===== src/rtl/cpu_pkg.sv =====
// Shared definitions for the 4-bit CPU: widths, opcodes and the fetch-entry record.
package cpu_pkg;

  localparam int ADDR_W  = 4;
  localparam int INSTR_W = 8;

  localparam logic [3:0] OPC_LOAD = 4'b0000;
  localparam logic [3:0] OPC_ADD  = 4'b0010;
  localparam logic [3:0] OPC_SUB  = 4'b0011;
  localparam logic [3:0] OPC_AND  = 4'b0100;
  localparam logic [3:0] OPC_OR   = 4'b0101;
  localparam logic [3:0] OPC_HALT = 4'b0111;

  typedef struct packed {
    logic [ADDR_W-1:0]  pc;
    logic [INSTR_W-1:0] instr;
  } fetch_entry_t;

endpackage


===== src/rtl/fetch_queue.sv =====
// Small synchronous FIFO holding fetched {pc, instr} entries.
// DEPTH must be a power of two (2 or 4) so the pointers wrap naturally.
module fetch_queue #(
  parameter int DEPTH = 2,
  parameter int WIDTH = 12,
  localparam int PTR_W = $clog2(DEPTH),
  localparam int CNT_W = $clog2(DEPTH + 1)
) (
  input  logic             clk,
  input  logic             rst_n,
  input  logic             push,
  input  logic             pop,
  input  logic             flush,
  input  logic [WIDTH-1:0] din,
  output logic [CNT_W-1:0] count,
  output logic             head_valid,
  output logic [WIDTH-1:0] head
);

  logic [WIDTH-1:0] mem_q [DEPTH];
  logic [WIDTH-1:0] mem_d [DEPTH];
  logic [PTR_W-1:0] wr_ptr_q, wr_ptr_d;
  logic [PTR_W-1:0] rd_ptr_q, rd_ptr_d;
  logic [CNT_W-1:0] count_q, count_d;

  // Next-state for storage, pointers and occupancy; flush wins over push/pop.
  always_comb begin
    mem_d    = mem_q;
    wr_ptr_d = wr_ptr_q;
    rd_ptr_d = rd_ptr_q;
    count_d  = count_q;
    if (flush) begin
      wr_ptr_d = '0;
      rd_ptr_d = '0;
      count_d  = '0;
    end else begin
      if (push) begin
        mem_d[wr_ptr_q] = din;
        wr_ptr_d        = wr_ptr_q + 1'b1;
      end
      if (pop) begin
        rd_ptr_d = rd_ptr_q + 1'b1;
      end
      case ({push, pop})
        2'b10:   count_d = count_q + 1'b1;
        2'b01:   count_d = count_q - 1'b1;
        default: count_d = count_q;
      endcase
    end
  end

  // State registers; storage is cleared too so the head reads zero out of reset.
  always_ff @(posedge clk or negedge rst_n) begin
    if (!rst_n) begin
      for (int i = 0; i < DEPTH; i++) mem_q[i] <= '0;
      wr_ptr_q <= '0;
      rd_ptr_q <= '0;
      count_q  <= '0;
    end else begin
      mem_q    <= mem_d;
      wr_ptr_q <= wr_ptr_d;
      rd_ptr_q <= rd_ptr_d;
      count_q  <= count_d;
    end
  end

  assign count      = count_q;
  assign head_valid = (count_q != '0);
  assign head       = mem_q[rd_ptr_q];

endmodule


===== src/rtl/fetch_unit.sv =====
// Fetch stage: owns the PC, addresses the instruction ROM and queues
// {pc, instr} entries for decode. Redirects from execute flush the queue.
// Optional HALT detection is enabled by defining FETCH_HALT_DETECT_EN.
module fetch_unit import cpu_pkg::*; #(
  parameter int         ADDR_W      = cpu_pkg::ADDR_W,
  parameter int         INSTR_W     = cpu_pkg::INSTR_W,
  parameter int         DEPTH       = 2,
  parameter logic [3:0] HALT_OPCODE = OPC_HALT
) (
  input  logic               clk,
  input  logic               rst_n,
  input  logic               en,
  output logic [ADDR_W-1:0]  imem_addr,
  input  logic [INSTR_W-1:0] imem_instr,
  input  logic               redirect_valid,
  input  logic [ADDR_W-1:0]  redirect_addr,
  output logic               out_valid,
  input  logic               out_ready,
  output logic [INSTR_W-1:0] out_instr,
  output logic [ADDR_W-1:0]  out_pc,
  output logic               halted
);

  localparam int CNT_W = $clog2(DEPTH + 1);

  typedef struct packed {
    logic [ADDR_W-1:0]  pc;
    logic [INSTR_W-1:0] instr;
  } entry_t;

  logic [ADDR_W-1:0] fetch_pc_q, fetch_pc_d;
  logic [CNT_W-1:0]  count;
  logic              head_valid;
  entry_t            head;
  entry_t            new_entry;
  logic              pop;
  logic              push;
  logic              halt_hit;
  logic              is_halt_opc;

  assign is_halt_opc = (imem_instr[INSTR_W-1 -: 4] == HALT_OPCODE);
  assign new_entry   = '{pc: fetch_pc_q, instr: imem_instr};

`ifdef FETCH_HALT_DETECT_EN
  logic halted_q, halted_d;
  assign halted = halted_q;
`else
  logic halt_opc_unused;
  assign halt_opc_unused = is_halt_opc;
  assign halted          = 1'b0;
`endif

  // Handshake, push decision and next PC; a redirect overrides everything.
  always_comb begin
    pop        = head_valid & out_ready;
    push       = en & ~halted & ~redirect_valid & ((count < CNT_W'(DEPTH)) | pop);
`ifdef FETCH_HALT_DETECT_EN
    halt_hit   = push & is_halt_opc;
    halted_d   = halted_q;
`else
    halt_hit   = 1'b0;
`endif
    fetch_pc_d = fetch_pc_q;
    if (redirect_valid) begin
      fetch_pc_d = redirect_addr;
`ifdef FETCH_HALT_DETECT_EN
      halted_d   = 1'b0;
`endif
    end else if (push) begin
      if (halt_hit) begin
`ifdef FETCH_HALT_DETECT_EN
        halted_d = 1'b1;
`endif
      end else begin
        fetch_pc_d = fetch_pc_q + 1'b1;
      end
    end
  end

  // PC (and halt flag when present) registers.
  always_ff @(posedge clk or negedge rst_n) begin
    if (!rst_n) begin
      fetch_pc_q <= '0;
`ifdef FETCH_HALT_DETECT_EN
      halted_q   <= 1'b0;
`endif
    end else begin
      fetch_pc_q <= fetch_pc_d;
`ifdef FETCH_HALT_DETECT_EN
      halted_q   <= halted_d;
`endif
    end
  end

  fetch_queue #(
    .DEPTH (DEPTH),
    .WIDTH (ADDR_W + INSTR_W)
  ) u_queue (
    .clk        (clk),
    .rst_n      (rst_n),
    .push       (push),
    .pop        (pop),
    .flush      (redirect_valid),
    .din        (new_entry),
    .count      (count),
    .head_valid (head_valid),
    .head       (head)
  );

  assign imem_addr = fetch_pc_q;
  assign out_valid = head_valid;
  assign out_instr = head.instr;
  assign out_pc    = head.pc;

endmodule


===== config.mk =====
export PLATFORM = sky130hd
export DESIGN_NAME = fetch_unit
export DESIGN_NICKNAME = d
export VERILOG_FILES = /design/src/rtl/cpu_pkg.sv /design/src/rtl/fetch_queue.sv /design/src/rtl/fetch_unit.sv
export SDC_FILE = /design/constraint.sdc
export NUM_CORES = 1
export LEC_CHECK = 0
export CAP_MARGIN = 20
export CORE_ASPECT_RATIO = 0.5
export CORE_MARGIN = 1.5
export CORE_UTILIZATION = 50
export CTS_CLUSTER_DIAMETER = 40
export DETAILED_ROUTE_END_ITERATION = 16
export MAX_ROUTING_LAYER = met4
export PLACE_DENSITY_LB_ADDON = 0.05
export RECOVER_POWER = 50
export REMOVE_ABC_BUFFERS = 1
export SLEW_MARGIN = 20
export SYNTH_ARGS = -nofsm -noshare
export SYNTH_HDL_FRONTEND = slang
export SYNTH_HIERARCHICAL = 1
export SYNTH_SLANG_ARGS = --single-unit
export TNS_END_PERCENT = 5

===== constraint.sdc =====
create_clock -name clk -period 3.62 [get_ports clk]
set_clock_uncertainty 0.15 [all_clocks]
set_input_delay 1.086 -clock clk [delete_from_list [all_inputs] [get_ports clk]]
set_output_delay 1.086 -clock clk [all_outputs]
set_load 0.005 [all_outputs]

; Word-level counts from Yosys, hierarchy flattened
; Index checks and enable logic that the tools add are counted.
[word_totals]
word_cells = 44
inputBits = 17
reg_bits = 32
[classes]
n_eq_ne = 2
n_mux = 14
reduce_logical = 6
magnitude_cmp = 4
n_addsub = 5
bitwise = 7
[op_table]
columns = operator, count
row1 = 12-bit 2-to-1 mux, 4
row2 = 24-bit bitwise mux, 1
row3 = 12-bit demux with 1-bit select, 1
row4 = 4-bit 2-to-1 mux, 2
row5 = 2-bit nonzero test, 3
row6 = 4-bit by 1-bit adder with 4-bit output (second input constant), 1
row7 = 2-bit greater-or-equal comparator (second input constant), 2
row8 = 1-bit 2-to-1 mux, 4
row9 = 1-bit inverter with 2-bit output, 2
row10 = 2-bit one-hot mux with 2 select lines, 1
row11 = 1-bit bitwise AND, 3
row12 = 3-bit nonzero test, 1
row13 = 1-bit adder (second input constant), 2
row14 = 2-bit by 1-bit adder with 2-bit output (second input constant), 1
row15 = 2-bit by 1-bit == test with 1-bit output (second input constant), 1
row16 = 2-bit == test (second input constant), 1
row17 = 2-bit by 1-bit < comparator with 1-bit output (second input constant), 1
row18 = 2-bit < comparator (second input constant), 1
row19 = 2-bit 2-to-1 mux, 1
row20 = 2-bit AND reduction, 1
row21 = 2-bit by 1-bit subtractor with 2-bit output (second input constant), 1
row22 = 1-bit logical AND, 1
row23 = 1-bit inverter, 1
row24 = 1-bit bitwise OR, 1

; Depth between registers and ports, before layout
[depth]
depth_word = 7
mapped_depth = 6

; By module
; Netlist, hierarchy kept.
[modules_own_cells]
columns = mod, seq_area_each_um2, area_each_um2, n_inst, cells_per_inst
row1 = fetch_queue, 700.7, 1244.9, 1, 83
row2 = fetch_unit, 100.1, 264.0, 1, 30

; Worst setup path before layout
; No wires, ideal clock.
[synth_path]
path_type = input port to flip-flop
from = input en
to = register u_queue/mem_q[13] (netlist name)
arrival_time_ns = 2.415
stages = 5
setup_time_ns = 0.125
path_buffers = 1
path_slack_ns = 0.930
path_cell_list = inv_1 nor3_1 nor3b_4 buf_6 mux2_2
[synth_between]
elab_chain_cells = 3
[synth_lines]
columns = element, line
row1 = "start, declared", fetch_unit.sv:12  ; input logic en,
row2 = 1-bit bitwise AND (2 in a row), fetch_unit.sv:56  ; push = en & ~halted & ~redirect_valid & ((count < CNT_W'(DEPTH)) | pop);
row3 = net push, fetch_unit.sv:37  ; logic push;
row4 = 2-bit AND reduction (no line), --
row5 = "end signal, assigned", fetch_queue.sv:60  ; mem_q <= mem_d;
row6 = "end, declared", fetch_queue.sv:20  ; logic [WIDTH-1:0] mem_q [DEPTH];
; The timed path passes the listed nets, and every way through them passes these cells.
; A chain may end at the register's enable or synchronous reset.

; Worst setup path after layout
[layout_path]
from = register u_queue.rd_ptr_q
to = output out_instr[3]
[layout_between]
elab_chain_cells = 4
[layout_lines]
columns = element, line
row1 = "start, declared", fetch_queue.sv:23  ; logic [PTR_W-1:0] rd_ptr_q, rd_ptr_d;
row2 = "start signal, assigned", fetch_queue.sv:62  ; rd_ptr_q <= rd_ptr_d;
row3 = 1-bit inverter with 2-bit output (implied by the code), fetch_queue.sv:69  ; assign head = mem_q[rd_ptr_q];
row4 = 12-bit 2-to-1 mux (implied by the code) (3 in a row), fetch_queue.sv:69
row5 = "end, declared", fetch_unit.sv:19  ; output logic [INSTR_W-1:0] out_instr,
; Every way passes these cells. The select of a mux whose other input is x is not followed.

==> summary.md <==
| Metric | Value |
|---|---|
| Die height | `~42 µm` |
| Worst slew margin | `-10.3%` |
| Area Growth Syn to Fin | `30.5%` |
| Number of global-route vias before repair | `1012` |
| CP bufs+invs | `1` |
| Final Power | `~1.2 mW` |
| CP Capture Type | `output port` |
| RePlAce Congestion | `0.693` |
| Nets@finish | `~170` |
| Syn avg cell area | `13.4 µm²` |
| Asr flop ratio synth | `100%` |
| Number of synthesized flops with an enable pin | `0` |
| Routing usage on met2 | `between 30% and 40%` |
| Critical path's top delay family | `flip-flops` |
| CTS tree | `done` |
| Via-to-Cell Ratio | `5.26` |
| Total wire length | `2.78 mm` |
| Clock Latency Late Sink | `between 0.2 and 0.3 ns` |
| Met1 global-route usage | `between 20% and 30%` |
| Worst-path fanout max | `13` |
| Worst path cell trace | `mux2_2, clkdlybuf4s50_1` |
| Ys Warns | `6` |
| Failing checks | `max-capacitance violations, max-slew violations` |
| Pre-antenna DRT Iters | `4` |
| Hold buffers post-CTS | `0` |
| Row count | `13` |
| Share of cells above drive strength 1 | `30.3%` |
| Starting DRC count in detailed routing | `41` |
| First-pass GRT wire length | `4.70 mm` |
| Total core area | `2730 µm²` |
| Post-CTS Setup Inserts | `0` |
| Max VDD drop | `about 0.3 mV` |
| Outcome | `complete, but fails checks` |
| ANT nets after route | `0` |
| Startpoint Class | `register` |
| HPWL Detailed | `1.98 mm` |
| Worst Path Required | `2.38 ns` |
| Clock buffer depth | `2` |
| Max_cap viols | `1` |
| Largest net degree at the start of global routing | `33` |
| Number of antenna violations at the first check in global routing | `0` |
| Library cells used by synthesis | `30` |
| Die ar. | `3380 µm²` |
| H-Tree Level Count | `2` |
| Fin crit period | `~3.1 ns` |
| Post-synth top area share | `53.1%` |
| Pwr Density | `622 nW/µm²` |
| Prevailing post-synth register cell | `dfrtp_1` |
| Initial core utilization | `55.2%` |
| Maximum operating frequency | `between 300 and 400 MHz` |
| CTS resizes | `0` |
| Slew Viols, Final | `33` |
| Arr. time, crit path | `1.84 ns` |
| Max incr delay on CP | `0.71 ns` |
| Final Hold Vio Count | `0` |
| I/O Pins | `35` |
| Aggregate global-route resource usage | `19.5%` |
| Static Leak | `0.832 nW` |
| N_diodes | `0` |
| Mapped cell area | `1510 µm²` |
| CP Class | `reg2out` |
| Actual slew at the worst max-slew pin | `approximately 1.7 ns` |
| Synth area leader | `dfrtp_1` |
| Setup slack, reg-to-reg | `between 1 and 1.5 ns` |
| Seq/Total Area, Yosys | `53.1%` |
| Setup TNS Final | `0 ns` |
| Slowest CP cell | `dfrtp_1` |
| Clock transition at path regs | `0.06 ns` |
| IO Port Bufs | `33` |
| CTS buffer count | `5` |
| Fillers | `202` |
| Top cells by area, synth | `dfrtp_1, mux2_2, o21ai_0, a21boi_4, nor2_1` |
| Met3 GRT Util | `roughly 6.6%` |
| Die X | `80.7 µm` |
| Remaining Overflow, GRT | `0` |
| Final setup violation count | `0` |
| RSZ-0062 raised after global routing | `false` |
| Gr busiest metal | `met2` |
| Wire length per cell | `14.5 µm` |
| Tcrit/Tclk final | `84.9%` |
| Register bit total from synthesis | `32` |
| Worst min-delay path class | `reg2reg` |
| CTS root buf | `clkbuf_8` |
| Clock Sinks | `32` |
| Post-synthesis instance total | `113` |
| Drt drc | `0` |
| Vias | `1010` |
[cells in the final DEF, fill, tap and decap left out, types with 2 or more instances in the layout]
cell type,netlist,final
clkbuf_8,0,6
a31oi_1,2,2
mux2_2,36,36
xnor2_1,2,2
nor2_1,5,5
nand2_1,3,3
inv_1,2,2
clkbuf_1,0,5
nor3_1,3,3
nor3b_1,2,2
dlygate4sd3_1,0,4
dfrtp_1,32,32
buf_4,2,2
or3_1,2,2
clkdlybuf4s50_1,0,29
o21ai_0,4,4
[metrics by stage]
| stage | setup WS [ns] | util (%) | hold slack [ns] | cell area, µm² | cells |
|---|---|---|---|---|---|
| 2_1_floorplan | 0.837 | - | 0.324 | 1480 | 109 |
| 3_3_place_gp | 0.476 | 69.2 | 0.331 | 1890 | 184 |
| 3_5_place_dp | 0.445 | 69.2 | 0.341 | 1890 | 184 |
| 4_1_cts | 0.516 | 72.5 | 0.356 | 1980 | 192 |
| 5_1_grt | 0.339 | 72.1 | 0.375 | 1970 | 192 |
| 6_report | 0.546 | 72.1 | 0.356 | 1970 | 192 |
[final timing paths]
kind | from | endpoint | cells after the start
hold / removal | u_queue/mem_q[2]$_DFFE_PN0P_ | u_queue/mem_q[2]$_DFFE_PN0P_ | 1
min in group asynchronous | rst_n | u_queue/mem_q[4]$_DFFE_PN0P_ | 2
max in group asynchronous | rst_n | u_queue/count[0]$_DFFE_PN0P_ | 2
hold reg to reg | u_queue/mem_q[2]$_DFFE_PN0P_ | u_queue/mem_q[2]$_DFFE_PN0P_ | 1
setup reg to reg | u_queue/count[0]$_DFFE_PN0P_ | u_queue/mem_q[5]$_DFFE_PN0P_ | 7
setup / recovery | u_queue/rd_ptr_q$_DFFE_PN0P_ | out_instr[3] | 2
[cells in the mapped netlist, drive strengths merged, types with 2 or more instances]
library cell	instances
dfrtp	32
xnor2	2
and2	2
o21ai	4
nor3	3
mux2	36
buf	4
inv	2
nor2	5
nor3b	3
or3	2
a31oi	2
nand2	3
[power breakdown]
part	switching (mW)	leakage (nW)	internal, mW	total (mW)
Clock	0.116	0.0455	0.155	0.271
Sequential	0.0780	0.394	0.473	0.551
Combinational	0.120	0.393	0.283	0.403
[cell type report]
cell class	count	area (µm²)	area share, %
well taps	37	46.3	2.35
repair buffers	38	357	18.1
multi-input cells	75	668	33.9
flip-flops and latches	32	801	40.7
inverters	2	7.51	0.381
clock buffers	8	90.1	4.57
[cell families after synthesis]
logic type | after synthesis | synth area share [%]
AO/OA/AOI/OAI | 10 | 4.98
XOR/XNOR | 3 | 1.74
adder cells (fa/ha/maj) | 1 | 0.829
buffers and inverters | 6 | 2.57
flip-flops | 32 | 53.1
multiplexers | 36 | 26.9
other | 1 | 0.249
AND/OR/NAND/NOR | 24 | 9.70
[state kept, by name (all words and copies together), names as in the netlist]
signal,count
u_queue/count,2
u_queue/wr_ptr_q,1
u_queue/mem_q,24
imem_addr,4
u_queue/rd_ptr_q,1
[metal layers]
metal,up-vias,part of all wire (%)
met4,0,0.54
li1,484,-
met1,489,47
met5,-,0
met2,34,47
met3,3,6.2
Power figures use the tool's default switching activity.
